===== src/rtl/muldiv_unit.sv =====
// Iterative MULT/MULTU/DIV/DIVU engine for the HI/LO path; {hi,lo} loaded on a one-cycle done pulse.
// Latency WIDTH+1 cycles from accept to done (multiply 1 cycle when MULDIV_FAST_MUL_EN is defined).
// Backpressure: busy stalls EX; start is dropped while busy; flush cancels with no done.
module muldiv_unit #(
    parameter int WIDTH = 32
) (
    input  logic             clk,
    input  logic             rst,
    input  logic             start,
    input  logic [1:0]       op,
    input  logic [WIDTH-1:0] a,
    input  logic [WIDTH-1:0] b,
    input  logic             flush,
    output logic             busy,
    output logic             done,
    output logic [WIDTH-1:0] hi,
    output logic [WIDTH-1:0] lo,
    output logic             div_zero
);
    localparam int CW = $clog2(WIDTH);

    typedef enum logic [1:0] {IDLE, RUN, FINISH} state_t;

    state_t           state;
    logic [CW-1:0]    cnt;
    logic             is_div;
    logic             neg_q;
    logic             neg_r;
    logic [WIDTH-1:0] a_r;
    logic [WIDTH-1:0] dsr;
    logic [WIDTH-1:0] ph;
    logic [WIDTH-1:0] pl;

    logic [WIDTH-1:0]   abs_a;
    logic [WIDTH-1:0]   abs_b;
    logic [WIDTH-1:0]   addend;
    logic [WIDTH:0]     add_sum;
    logic [WIDTH:0]     shifted;
    logic [WIDTH:0]     diff;
    logic [WIDTH-1:0]   ph_nxt;
    logic [WIDTH-1:0]   pl_nxt;
    logic [2*WIDTH-1:0] prod;
    logic [WIDTH-1:0]   res_hi;
    logic [WIDTH-1:0]   res_lo;
    logic               dz;

`ifdef MULDIV_FAST_MUL_EN
    logic [2*WIDTH-1:0] fast_prod;
    assign fast_prod = {{WIDTH{1'b0}}, abs_a} * {{WIDTH{1'b0}}, abs_b};
`endif

    // Signed ops work on magnitudes; -2^(W-1) maps onto itself, which is its correct unsigned magnitude.
    always_comb begin
        abs_a = (!op[0] && a[WIDTH-1]) ? -a : a;
        abs_b = (!op[0] && b[WIDTH-1]) ? -b : b;
    end

    // One radix-2 step. Multiply: {ph,pl} shifts right with pl holding the multiplier.
    // Divide: pl holds the dividend shifting out MSB-first while quotient bits shift in.
    always_comb begin
        addend  = pl[0] ? dsr : {WIDTH{1'b0}};
        add_sum = {1'b0, ph} + {1'b0, addend};
        shifted = {ph, pl[WIDTH-1]};
        diff    = shifted - {1'b0, dsr};
        if (is_div) begin
            if (!diff[WIDTH]) begin
                ph_nxt = diff[WIDTH-1:0];
                pl_nxt = {pl[WIDTH-2:0], 1'b1};
            end else begin
                ph_nxt = shifted[WIDTH-1:0];
                pl_nxt = {pl[WIDTH-2:0], 1'b0};
            end
        end else begin
            ph_nxt = add_sum[WIDTH:1];
            pl_nxt = {add_sum[0], pl[WIDTH-1:1]};
        end
    end

    always_comb begin
        prod = {ph, pl};
        dz   = is_div && (dsr == {WIDTH{1'b0}});
        if (!is_div) begin
            {res_hi, res_lo} = neg_q ? -prod : prod;
        end else if (dz) begin
            res_hi = a_r;
            res_lo = {WIDTH{1'b1}};
        end else begin
            res_lo = neg_q ? -pl : pl;
            res_hi = neg_r ? -ph : ph;
        end
    end

    always_ff @(posedge clk) begin
        if (rst) begin
            state    <= IDLE;
            cnt      <= '0;
            is_div   <= 1'b0;
            neg_q    <= 1'b0;
            neg_r    <= 1'b0;
            a_r      <= '0;
            dsr      <= '0;
            ph       <= '0;
            pl       <= '0;
            busy     <= 1'b0;
            done     <= 1'b0;
            hi       <= '0;
            lo       <= '0;
            div_zero <= 1'b0;
        end else begin
            done <= 1'b0;
            case (state)
                IDLE: begin
                    if (start && !flush) begin
                        is_div   <= op[1];
                        neg_q    <= !op[0] && (a[WIDTH-1] ^ b[WIDTH-1]);
                        neg_r    <= !op[0] && a[WIDTH-1];
                        a_r      <= a;
                        cnt      <= '0;
                        busy     <= 1'b1;
                        div_zero <= 1'b0;
                        ph       <= '0;
                        dsr      <= op[1] ? abs_b : abs_a;
                        pl       <= op[1] ? abs_a : abs_b;
                        state    <= RUN;
`ifdef MULDIV_FAST_MUL_EN
                        if (!op[1]) begin
                            {ph, pl} <= fast_prod;
                            state    <= FINISH;
                        end
`endif
                    end
                end
                RUN: begin
                    if (flush) begin
                        state <= IDLE;
                        busy  <= 1'b0;
                    end else begin
                        ph  <= ph_nxt;
                        pl  <= pl_nxt;
                        cnt <= cnt + 1'b1;
                        if (cnt == CW'(WIDTH - 1))
                            state <= FINISH;
                    end
                end
                FINISH: begin
                    state <= IDLE;
                    busy  <= 1'b0;
                    if (!flush) begin
                        hi       <= res_hi;
                        lo       <= res_lo;
                        div_zero <= dz;
                        done     <= 1'b1;
                    end
                end
                default: begin
                    state <= IDLE;
                    busy  <= 1'b0;
                end
            endcase
        end
    end
endmodule


===== config.mk =====
export PLATFORM = sky130hd
export DESIGN_NAME = muldiv_unit
export DESIGN_NICKNAME = d
export VERILOG_FILES = /design/src/rtl/muldiv_unit.sv
export SDC_FILE = /design/constraint.sdc
export NUM_CORES = 1
export LEC_CHECK = 0
export BUFFER_PORTS_ARGS = -buffer_cell sky130_fd_sc_hd__buf_2
export CAP_MARGIN = 0
export CORE_MARGIN = 10
export CORE_UTILIZATION = 48
export DETAILED_ROUTE_END_ITERATION = 10
export HOLD_SLACK_MARGIN = 0.03
export PLACE_DENSITY = 0.66
export SYNTH_ARGS = -nofsm -noshare
export SYNTH_HDL_FRONTEND = slang
export SYNTH_SLANG_ARGS = --single-unit

===== constraint.sdc =====
create_clock -name clk -period 7.4 [get_ports clk]
set_clock_uncertainty 0.15 [all_clocks]
set_input_delay 0.74 -clock clk [delete_from_list [all_inputs] [get_ports clk]]
set_output_delay 0.74 -clock clk [all_outputs]
set_load 0.02 [all_outputs]

Word level (Yosys, flattened, before mapping)
Cells that the tools add are included.
{"block": "totals", "register_bits": 205, "inputBits": 70, "out_inout_bits": 67, "word_cells": 87}
{"block": "classes", "add_sub_neg": 8, "n_eq_ne": 8, "n_mux": 36, "bitwise": 3, "n_reduce_logical": 18}
{"operator": "2-to-1 mux 32 bit", "count": 18}
{"operator": "negation 32 bit", "count": 4}
{"operator": "one-hot mux 32 bit (2 select lines)", "count": 2}
{"operator": "2-to-1 mux 64 bit", "count": 1}
{"operator": "negation 64 bit", "count": 1}
{"operator": "adder 32 x 32 -> 33 bit", "count": 1}
{"operator": "subtractor 33 x 32 -> 33 bit", "count": 1}
{"operator": "zero test 32 bit", "count": 1}
{"operator": "2-to-1 mux 5 bit", "count": 2}
{"operator": "one-hot mux 5 bit (2 select lines)", "count": 1}
{"operator": "!= test 2 bit (second input constant)", "count": 4}
{"operator": "AND reduction 2 bit", "count": 4}
{"operator": "2-to-1 mux 1 bit", "count": 6}
{"operator": "2-to-1 mux 2 bit", "count": 3}
{"operator": "AND reduction 3 bit", "count": 2}
{"operator": "adder 5 x 1 -> 5 bit (second input constant)", "count": 1}
{"operator": "== test 5 bit (second input constant)", "count": 1}
{"operator": "logical AND 1 bit", "count": 5}
{"operator": "one-hot mux 1 bit (2 select lines)", "count": 2}
{"operator": "one-hot mux 2 bit (2 select lines)", "count": 1}
{"operator": "nonzero test 2 bit", "count": 2}
{"operator": "!= test 3 bit (second input constant)", "count": 1}
{"operator": "== test 2 x 1 -> 1 bit (second input constant)", "count": 1}
{"operator": "== test 2 bit (second input constant)", "count": 1}
{"operator": "5 further kinds", "count": 7}

Depth between registers and ports, before layout
Gate-level depths: netlist of the first run.
{"block": "depth", "depth_word": 6, "ltp_mapped": 14, "mapped_depth_nobuf": 13}

Worst setup path after synthesis of the first run
No wires, ideal clock.
{"block": "synth_path", "path_kind": "register to register", "from": "register ph[0]", "to": "register hi[30]", "setup_time_ns": 0.070, "arrival_ns": 3.353, "required_time_ns": 7.180, "slack_ns": 3.827, "path_stages_with_launch": 14, "n_path_buf": 2, "synth_period_minus_slack_ns": 3.573, "path_cell_list": "dfxtp_1 > clkbuf_1 > inv_1 > ha_1 > or3b_2 > nand4bb_1 > clkbuf_1 > or4_1 > or3_1 > o31ai_1 > xnor2_1 > nor2_1 > a211o_1 > a21oi_1"}
{"block": "synth_between", "elab_chain_cells": 4, "elab_cells_between_ends": 6, "cone_classes": "2 x add/sub; 4 x mux"}
{"element": "start, declared", "line": "31", "source": "logic [WIDTH-1:0] ph;"}
{"element": "start signal, assigned", "line": "138", "source": "ph <= ph_nxt;"}
{"element": "negation 32 bit", "line": "89", "source": "res_hi = neg_r ? -ph : ph;"}
{"element": "2-to-1 mux 32 bit", "line": "89"}
{"element": "2-to-1 mux 32 bit", "line": "84", "source": "end else if (dz) begin"}
{"element": "2-to-1 mux 32 bit *", "line": "82", "source": "if (!is_div) begin"}
{"element": "end signal, assigned", "line": "149", "source": "hi <= res_hi;"}
{"element": "end, declared", "line": "16", "source": "output logic [WIDTH-1:0] hi,"}
Every way passes the cells marked *; elsewhere a longest branch is shown, timed or not.
A chain may end at the register's enable or synchronous reset.

Worst setup path in the final report of the first run
{"block": "layout_path", "from": "register ph[10]", "to": "register ph[23]"}
{"block": "layout_between", "elab_chain_cells": 5, "elab_cells_between_ends": 6, "cone_classes": "2 x add/sub; 4 x mux"}
{"element": "subtractor 33 x 32 -> 33 bit", "line": "64", "source": "diff = shifted - {1'b0, dsr};"}
{"element": "2-to-1 mux 32 bit", "line": "66", "source": "if (!diff[WIDTH]) begin"}
{"element": "2-to-1 mux 32 bit *", "line": "65", "source": "if (is_div) begin"}
{"element": "2-to-1 mux 32 bit *", "line": "134", "source": "if (flush) begin"}
{"element": "one-hot mux 32 bit (2 select lines) *", "line": "111", "source": "case (state)"}
Every way passes the cells marked *; elsewhere a longest branch is shown, timed or not. The select of a mux whose other input is x is not followed.

==> results of run 1 <==
[worst max-delay path: cells and delay by family, from the launching register on]
family | cells | cell delay, ns
compound gates | 6 | 2.05
fa+ha+maj | 1 | 0.40
buf+inv | 1 | 0.51
flops | 1 | 0.67
simple gates | 3 | 0.58
[per-layer routing]
metal  track usage, %  vias to the layer above  wire [microns]
met1             39.2                     8208           27000
met3             3.76                      112            5000
met5                0                        -               0
met2             43.2                      752           26700
li1                 -                     8123               -
met4             8.64                        0            2040
[cells by family after synthesis]
family	count (synthesis)	synth area share [%]
AO/OA/AOI/OAI	710	28.1
XOR/XNOR	199	10.6
adder cells (fa/ha/maj)	72	5.56
buffers and inverters	250	5.99
flip-flops	205	24.9
multiplexers	53	3.27
AND/OR/NAND/NOR	778	21.6
[placed cells by master (no fill, tap or decap), types with 19 or more instances in the layout]
cell / synthesis / final
a211oi_1: 38 / 38
a21o_1: 38 / 38
a21oi_1: 211 / 211
buf_2: 3 / 135
buf_4: 0 / 24
clkbuf_16: 0 / 25
dfxtp_1: 205 / 203
ha_1: 70 / 70
inv_1: 66 / 66
mux2i_1: 47 / 47
nand2_1: 311 / 311
nand3_1: 22 / 22
nand4_1: 19 / 19
nor2_1: 218 / 216
nor3_1: 42 / 41
nor4_1: 25 / 25
o211ai_1: 71 / 71
o21ai_0: 151 / 151
o22ai_1: 26 / 26
o31ai_1: 26 / 26
or3_1: 20 / 20
xnor2_1: 116 / 116
xor2_1: 83 / 83
[final cells by class]
cell class | count | area (sq um)
Clock inverter | 13 | 178
Multi-Input combinational cell | 1812 | 11400
Inverter | 67 | 251
Fill cell | 3368 | 15600
Tap cell | 448 | 561
Clock buffer | 33 | 696
Timing Repair Buffer | 160 | 867
Sequential cell | 205 | 4110
[worst max path at each step]
| stage | startpoint | end | slack, ns | cells past startpoint |
|---|---|---|---|---|
| after global placement | ph[10]$_SDFFE_PP0P_ | ph[23]$_SDFFE_PP0P_ | 3.06 | 11 |
| after global routing | ph[10]$_SDFFE_PP0P_ | ph[23]$_SDFFE_PP0P_ | 2.62 | 11 |
| after floorplan | ph[0]$_SDFFE_PP0P_ | hi[30]$_SDFFE_PP0P_ | 3.83 | 13 |
| final | ph[10]$_SDFFE_PP0P_ | ph[23]$_SDFFE_PP0P_ | 2.88 | 11 |
| after detailed placement | ph[10]$_SDFFE_PP0P_ | ph[23]$_SDFFE_PP0P_ | 2.96 | 11 |
| after CTS | ph[10]$_SDFFE_PP0P_ | ph[23]$_SDFFE_PP0P_ | 2.93 | 11 |
[sequential cells by signal (all words and copies together), names as in the netlist]
name / count
busy: 1
dsr: 32
state: 2
pl: 32
ph: 32
cnt: 5
a_r: 32
neg_q: 1
lo: 32
is_div: 1
div_zero: 1
neg_r: 1
done: 1
hi: 32
[synth_stat cells, drive strengths merged, types with 4 or more instances]
cell | instances | area, sq um
a211o | 5 | 43.8
a211oi | 38 | 285
a21boi | 4 | 30.0
a21o | 38 | 285
a21oi | 211 | 1060
a221o | 6 | 60.1
a221oi | 4 | 35.0
a22oi | 14 | 105
a311oi | 16 | 140
a31oi | 13 | 81.3
a41oi | 5 | 43.8
and2 | 16 | 100
and3 | 14 | 87.6
and4 | 8 | 70.1
buf | 26 | 143
clkbuf | 157 | 592
dfxtp | 205 | 4100
ha | 70 | 876
inv | 66 | 248
mux2 | 6 | 67.6
mux2i | 47 | 470
nand2 | 311 | 1170
nand2b | 16 | 100
nand3 | 22 | 110
nand3b | 4 | 30.0
nand4 | 19 | 119
nor2 | 218 | 818
nor2b | 15 | 93.8
nor3 | 42 | 210
nor4 | 25 | 156
o211a | 6 | 60.1
o211ai | 71 | 533
o21a | 7 | 52.6
o21ai | 155 | 776
o21bai | 10 | 75.1
o22ai | 26 | 163
o311a | 4 | 40.0
o31ai | 31 | 275
o41ai | 22 | 264
or2 | 17 | 106
or3 | 20 | 125
or4 | 21 | 173
xnor2 | 116 | 1020
xor2 | 83 | 727
[per-stage QoR]
step	area (sq um)	util [%]	setup WS [ns]	power [W]
2_1_floorplan	16500	-	3.83	0.00162
3_3_place_gp	17200	51.0	3.06	0.00181
3_5_place_dp	17200	51.0	2.96	0.00181
4_1_cts	18100	53.6	2.93	0.00312
5_1_grt	18100	53.6	2.62	0.00324
6_report	18100	53.6	2.88	0.00313
[power groups by stage]
stage                     sequential, W  combinational, W  clock [W]
after floorplan                 0.00119          0.000431          0
after global placement          0.00121          0.000598          0
after detailed placement        0.00121          0.000599          0
after CTS                       0.00119          0.000602    0.00133
after global routing            0.00120          0.000666    0.00138
final                           0.00119          0.000614    0.00132
==> reports/results.tsv, run 1 <==
metric	value	unit
Crit Path Category	register to register	
First DRT Iteration DRCs	1729	
clock share of power	42.2	%
WL final	60800	microns
I/O pins	137	
die width	205	microns
Post-route DRC	0	
number of flops mapped to enable cells by yosys	0	
Root Buffer	clkbuf_16	
FMAX	221	MHz
number of I/O port buffers	136	
initial antenna violation count	1	
DRT Pass-1 Iters	5	
Post-Syn Area	16500	sq um
vias in the first global route	15600	
Crit-path slowest cell	o211ai_1	
synth warn	0	
Power Dens Cells	173	nW/um^2
final non-filler cell total	2738	
max-cap viol count	0	
Hold-fix buffers, CTS	0	
Worst-Margin Slew	1.07	ns
first-pass GRT wire length	93400	microns
Post-synth ARST share	0	%
Rows	67	
# H-tree levels	1	
clk buf depth	3	
Cells after Synth	2267	
Mapped Nets	2409	
Synth cell types	76	
Int Power	0.00216	W
worst skew pair latency	0.55	ns
worst path arrival time	4.77	ns
Fin Setup TNS	0	ns
R2R setup slack	2.88	ns
worst hold path class	input pin to register	
cts repair resizes	0	
#FFs+latches synth	205	
ratio of cells with drive above 1 in the final layout	11.0	%
n_diodes	0	
status	complete, no violations	
Period minus WS final	4.52	ns
required time worst endpoint	7.65	ns
sequential share of power	38.1	%
post-CTS setup buffer count	0	
register area share after synthesis	24.9	%
DPL Wire Length	46000	microns
Area Overhead vs Synth	9.64	%
fin. max-slew vios	0	
clock sink count	205	
synthesized area per cell	7.27	sq um
Hold Crit Endpoint	state[0]$_SDFFE_PP0P_	
Max IR drop VDD	0.196	mV
Critical Path End Type	register	
final setup fails	0	
die area	42100	sq um
pin count of the biggest net entering global routing	94	
Detail Route Antenna Nets	0	
RSZ-0062 raised after global routing	no	
clk slew on worst S/H paths	0.07	ns
Net Switching	0.000968	W
HP Start	flush	
crit-path max FO	37	
worst hold slack	0.281	ns
CTS Buf Count	25	
Net Sw Frac	31.0	%
global route overflow	0	
Critical Path Source Type	register	
Gate power share	19.6	%
Via density	6.28	
slew margin rel.	28.8	%
hold path cells	2	
Die Ht	205	microns
final hold viol count	0	
reg2reg end	ph[23]$_SDFFE_PP0P_	
Placer Congestion	0.991	
Routed WL per cell	22.2	microns
RR Startpoint	ph[10]$_SDFFE_PP0P_	
R2R depth	11	
Initial Util	48.9	%
Nets	2413	
TritonCTS clock tree	built	
via count	17200	
placed insts	2692	
GRT Util Overall	27.8	%
ys flop type	dfxtp_1	
Worst path max stage delay	0.72	ns
leakage	7.34	nW
core box area	33700	sq um
fin crit share	61.0	%
crit-path cells	ha_1, and3_1, a221oi_1, nor3b_1, a21oi_1, o2111a_1, o211ai_1, buf_4, nor2_1, a222oi_1, o21ai_0	
Note: power is estimated with default switching activity, not from simulation.
==> run 2, diff against run 1 <==
--- a/config.mk
+++ b/config.mk
@@ -11,7 +11,7 @@
 export CORE_UTILIZATION = 48
 export DETAILED_ROUTE_END_ITERATION = 10
 export HOLD_SLACK_MARGIN = 0.03
-export PLACE_DENSITY = 0.66
+export PLACE_DENSITY = 0.69
 export SYNTH_ARGS = -nofsm -noshare
 export SYNTH_HDL_FRONTEND = slang
 export SYNTH_SLANG_ARGS = --single-unit
==> constraint.sdc (replaced) <==
create_clock -name clk -period 3.98 [get_ports clk]
set_clock_uncertainty 0.15 [all_clocks]
set_input_delay 0.398 -clock clk [delete_from_list [all_inputs] [get_ports clk]]
set_output_delay 0.398 -clock clk [all_outputs]
set_load 0.02 [all_outputs]
==> run 2 against run 1 <==
Against the previous run:
- sequential cell count did not move
- register-to-register slack got worse by 2.7 ns
- design area rose by 2.2%
- critical path depth rose by 1
- via count rose by 1.5%
- utilization rose by 1.2 points
- clock power rose by 61%
- maximum frequency rose by 19%
- sequential share of layout area fell by 0.50 points
- power rose by 77%
- worst hold slack got worse by 0.23 ns
- highest routed layer is now met5
- global-route usage rose by 0.28 points
==> reports/results.tsv, run 2 (synthesis results as in run 1) <==
metric	value	unit	change
status	complete, no violations		
crit-path max FO	47		+27%
worst path arrival time	4.08	ns	-0.69 ns
Detail Route Antenna Nets	0		unchanged
Int Power	0.00374	W	+73%
die width	205	microns	unchanged
Die Ht	205	microns	unchanged
Nets	2474		+2.5%
final core occ	54.8	%	+1.2 points
Crit Path Category	register to register		
Rows	67		unchanged
commonest non-fill, non-tap cell in the layout	nand2_1		
Period minus WS final	3.80	ns	-0.723 ns
Net Switching	0.00178	W	+84%
Worst path max stage delay	0.53	ns	-0.19 ns
leakage	7.60	nW	+3.6%
clock share of power	38.5	%	-3.7 points
Via density	6.24		-0.65%
R2R setup slack	0.18	ns	-2.70 ns
# fillers	3300		-2.0%
Crit-path slowest cell	dfxtp_1		
Max IR drop VDD	0.357	mV	+82%
Area Overhead vs Synth	12.1	%	
clk buf depth	3		unchanged
fin crit share	95.4	%	+34 points
via count	17500		+1.5%
sequential share of power	39.9	%	+1.8 points
first-pass GRT wire length	94300	microns	+0.95%
fin. max-slew vios	0		unchanged
global route overflow	0		unchanged
Initial Util	48.9	%	unchanged
vias in the first global route	15900		+1.6%
pin count of the biggest net entering global routing	90		-4.3%
Critical Path Source Type	register		
required time worst endpoint	4.27	ns	-3.38 ns
Root Buffer	clkbuf_16		
I/O pins	137		unchanged
CTS Buf Count	23		-8.0%
# H-tree levels	1		unchanged
cts repair resizes	0		unchanged
final hold viol count	0		unchanged
worst hold slack	0.0496	ns	-0.232 ns
FMAX	264	MHz	+19%
most frequent CP cell	a21o_1		
ratio of cells with drive above 1 in the final layout	12.7	%	+1.7 points
Net Sw Frac	32.2	%	+1.3 points
initial antenna violation count	2		+1
Gate power share	21.6	%	+2.0 points
final setup fails	0		unchanged
crit-path cells	inv_1, ha_1, fa_1, nand2b_1, a21o_1, a21o_1, a21oi_1, o2111a_1, o211ai_1, buf_12, o311a_1, o41ai_1		
Critical Path End Type	register		
clk slew on worst S/H paths	0.06	ns	about the same
TritonCTS clock tree	built		
slew margin rel.	24.8	%	-4.1 points
RSZ-0062 raised after global routing	no		
Fin Setup TNS	0	ns	unchanged
Placer Congestion	0.974		-1.7%
Post-route DRC	0		unchanged
DRT Pass-1 Iters	5		unchanged
DPL Wire Length	46500	microns	+1.2%
max-cap viol count	0		unchanged
clock sink count	205		unchanged
number of I/O port buffers	136		unchanged
Power Dens Cells	299	nW/um^2	+73%
First DRT Iteration DRCs	2027		+17%
worst skew pair latency	0.55	ns	about the same
WL final	61700	microns	+1.4%
commonest cells after routing, fill and taps aside	nand2_1, nor2_1, a21oi_1, dfxtp_1, o21ai_0		
die area	42100	sq um	unchanged
Worst-Margin Slew	1.13	ns	+0.0611 ns
Routed WL per cell	22.0	microns	-0.76%
GRT Util Overall	28.1	%	+0.28 points
worst hold path class	input pin to register		
core box area	33700	sq um	unchanged
-- run 2: worst paths after layout --
check                                             to  cells after the start            startpoint
worst min-delay path            a_r[21]$_SDFFE_PP0P_                      3                 a[21]
worst max register to register    ph[3]$_SDFFE_PP0P_                     12   pl[31]$_SDFFE_PP0P_
worst min register to register  a_r[12]$_SDFFE_PP0P_                      2  a_r[12]$_SDFFE_PP0P_
worst max-delay path              ph[3]$_SDFFE_PP0P_                     12   pl[31]$_SDFFE_PP0P_
-- run 2: metal layers --
| layer | global-route usage [%] | part of all wire [%] |
|---|---|---|
| met1 | 37.9 | 43 |
| met2 | 43.9 | 44 |
| met3 | 5.19 | 9.0 |
| met4 | 10.4 | 4.0 |
| met5 | 0 | 0.023 |
-- run 2: worst max-delay path, delay by kind of cell (launching register included) --
family	cells	cell delay, ns
flops	1	0.53
simple gates	1	0.20
buf+inv	2	0.35
fa+ha+maj	2	0.65
compound gates	7	1.79
-- run 2: metrics by stage --
step / cells / area [sq um] / worst slack, ns / power, W
2_1_floorplan: 2267 / 16500 / 0.407 / 0.00301
3_3_place_gp: 2745 / 17600 / 0.317 / 0.00339
3_5_place_dp: 2745 / 17600 / 0.278 / 0.00340
4_1_cts: 2797 / 18500 / 0.270 / 0.00552
5_1_grt: 2797 / 18500 / 0.0926 / 0.00574
6_report: 2798 / 18500 / 0.185 / 0.00552
-- run 2: power by group through the flow --
stage                     sequential (W)  combinational (W)  clock [W]
after floorplan                  0.00221           0.000801          0
after global placement           0.00224            0.00115          0
after detailed placement         0.00225            0.00115          0
after CTS                        0.00220            0.00117    0.00215
after global routing             0.00221            0.00129    0.00224
final                            0.00221            0.00119    0.00213
-- run 2: layout make-up --
cell class | instances | area (sq um) | share of cell area, %
multi-input combinational | 1812 | 11400 | 61.7
inverter | 67 | 251 | 1.36
clock buffer | 35 | 681 | 3.69
tap | 448 | 561 | 3.04
timing repair buffer | 223 | 1400 | 7.60
clock inverter | 7 | 58.8 | 0.318
sequential | 205 | 4110 | 22.3
antenna | 1 | 2.50 | 0.0136
-- run 2: timing repair --
| item | in CTS | in global routing |
|---|---|---|
| setup buffers | 0 | 0 |
| endpoints found under the hold margin | 10 | 0 |
| hold buffers | 10 | 0 |
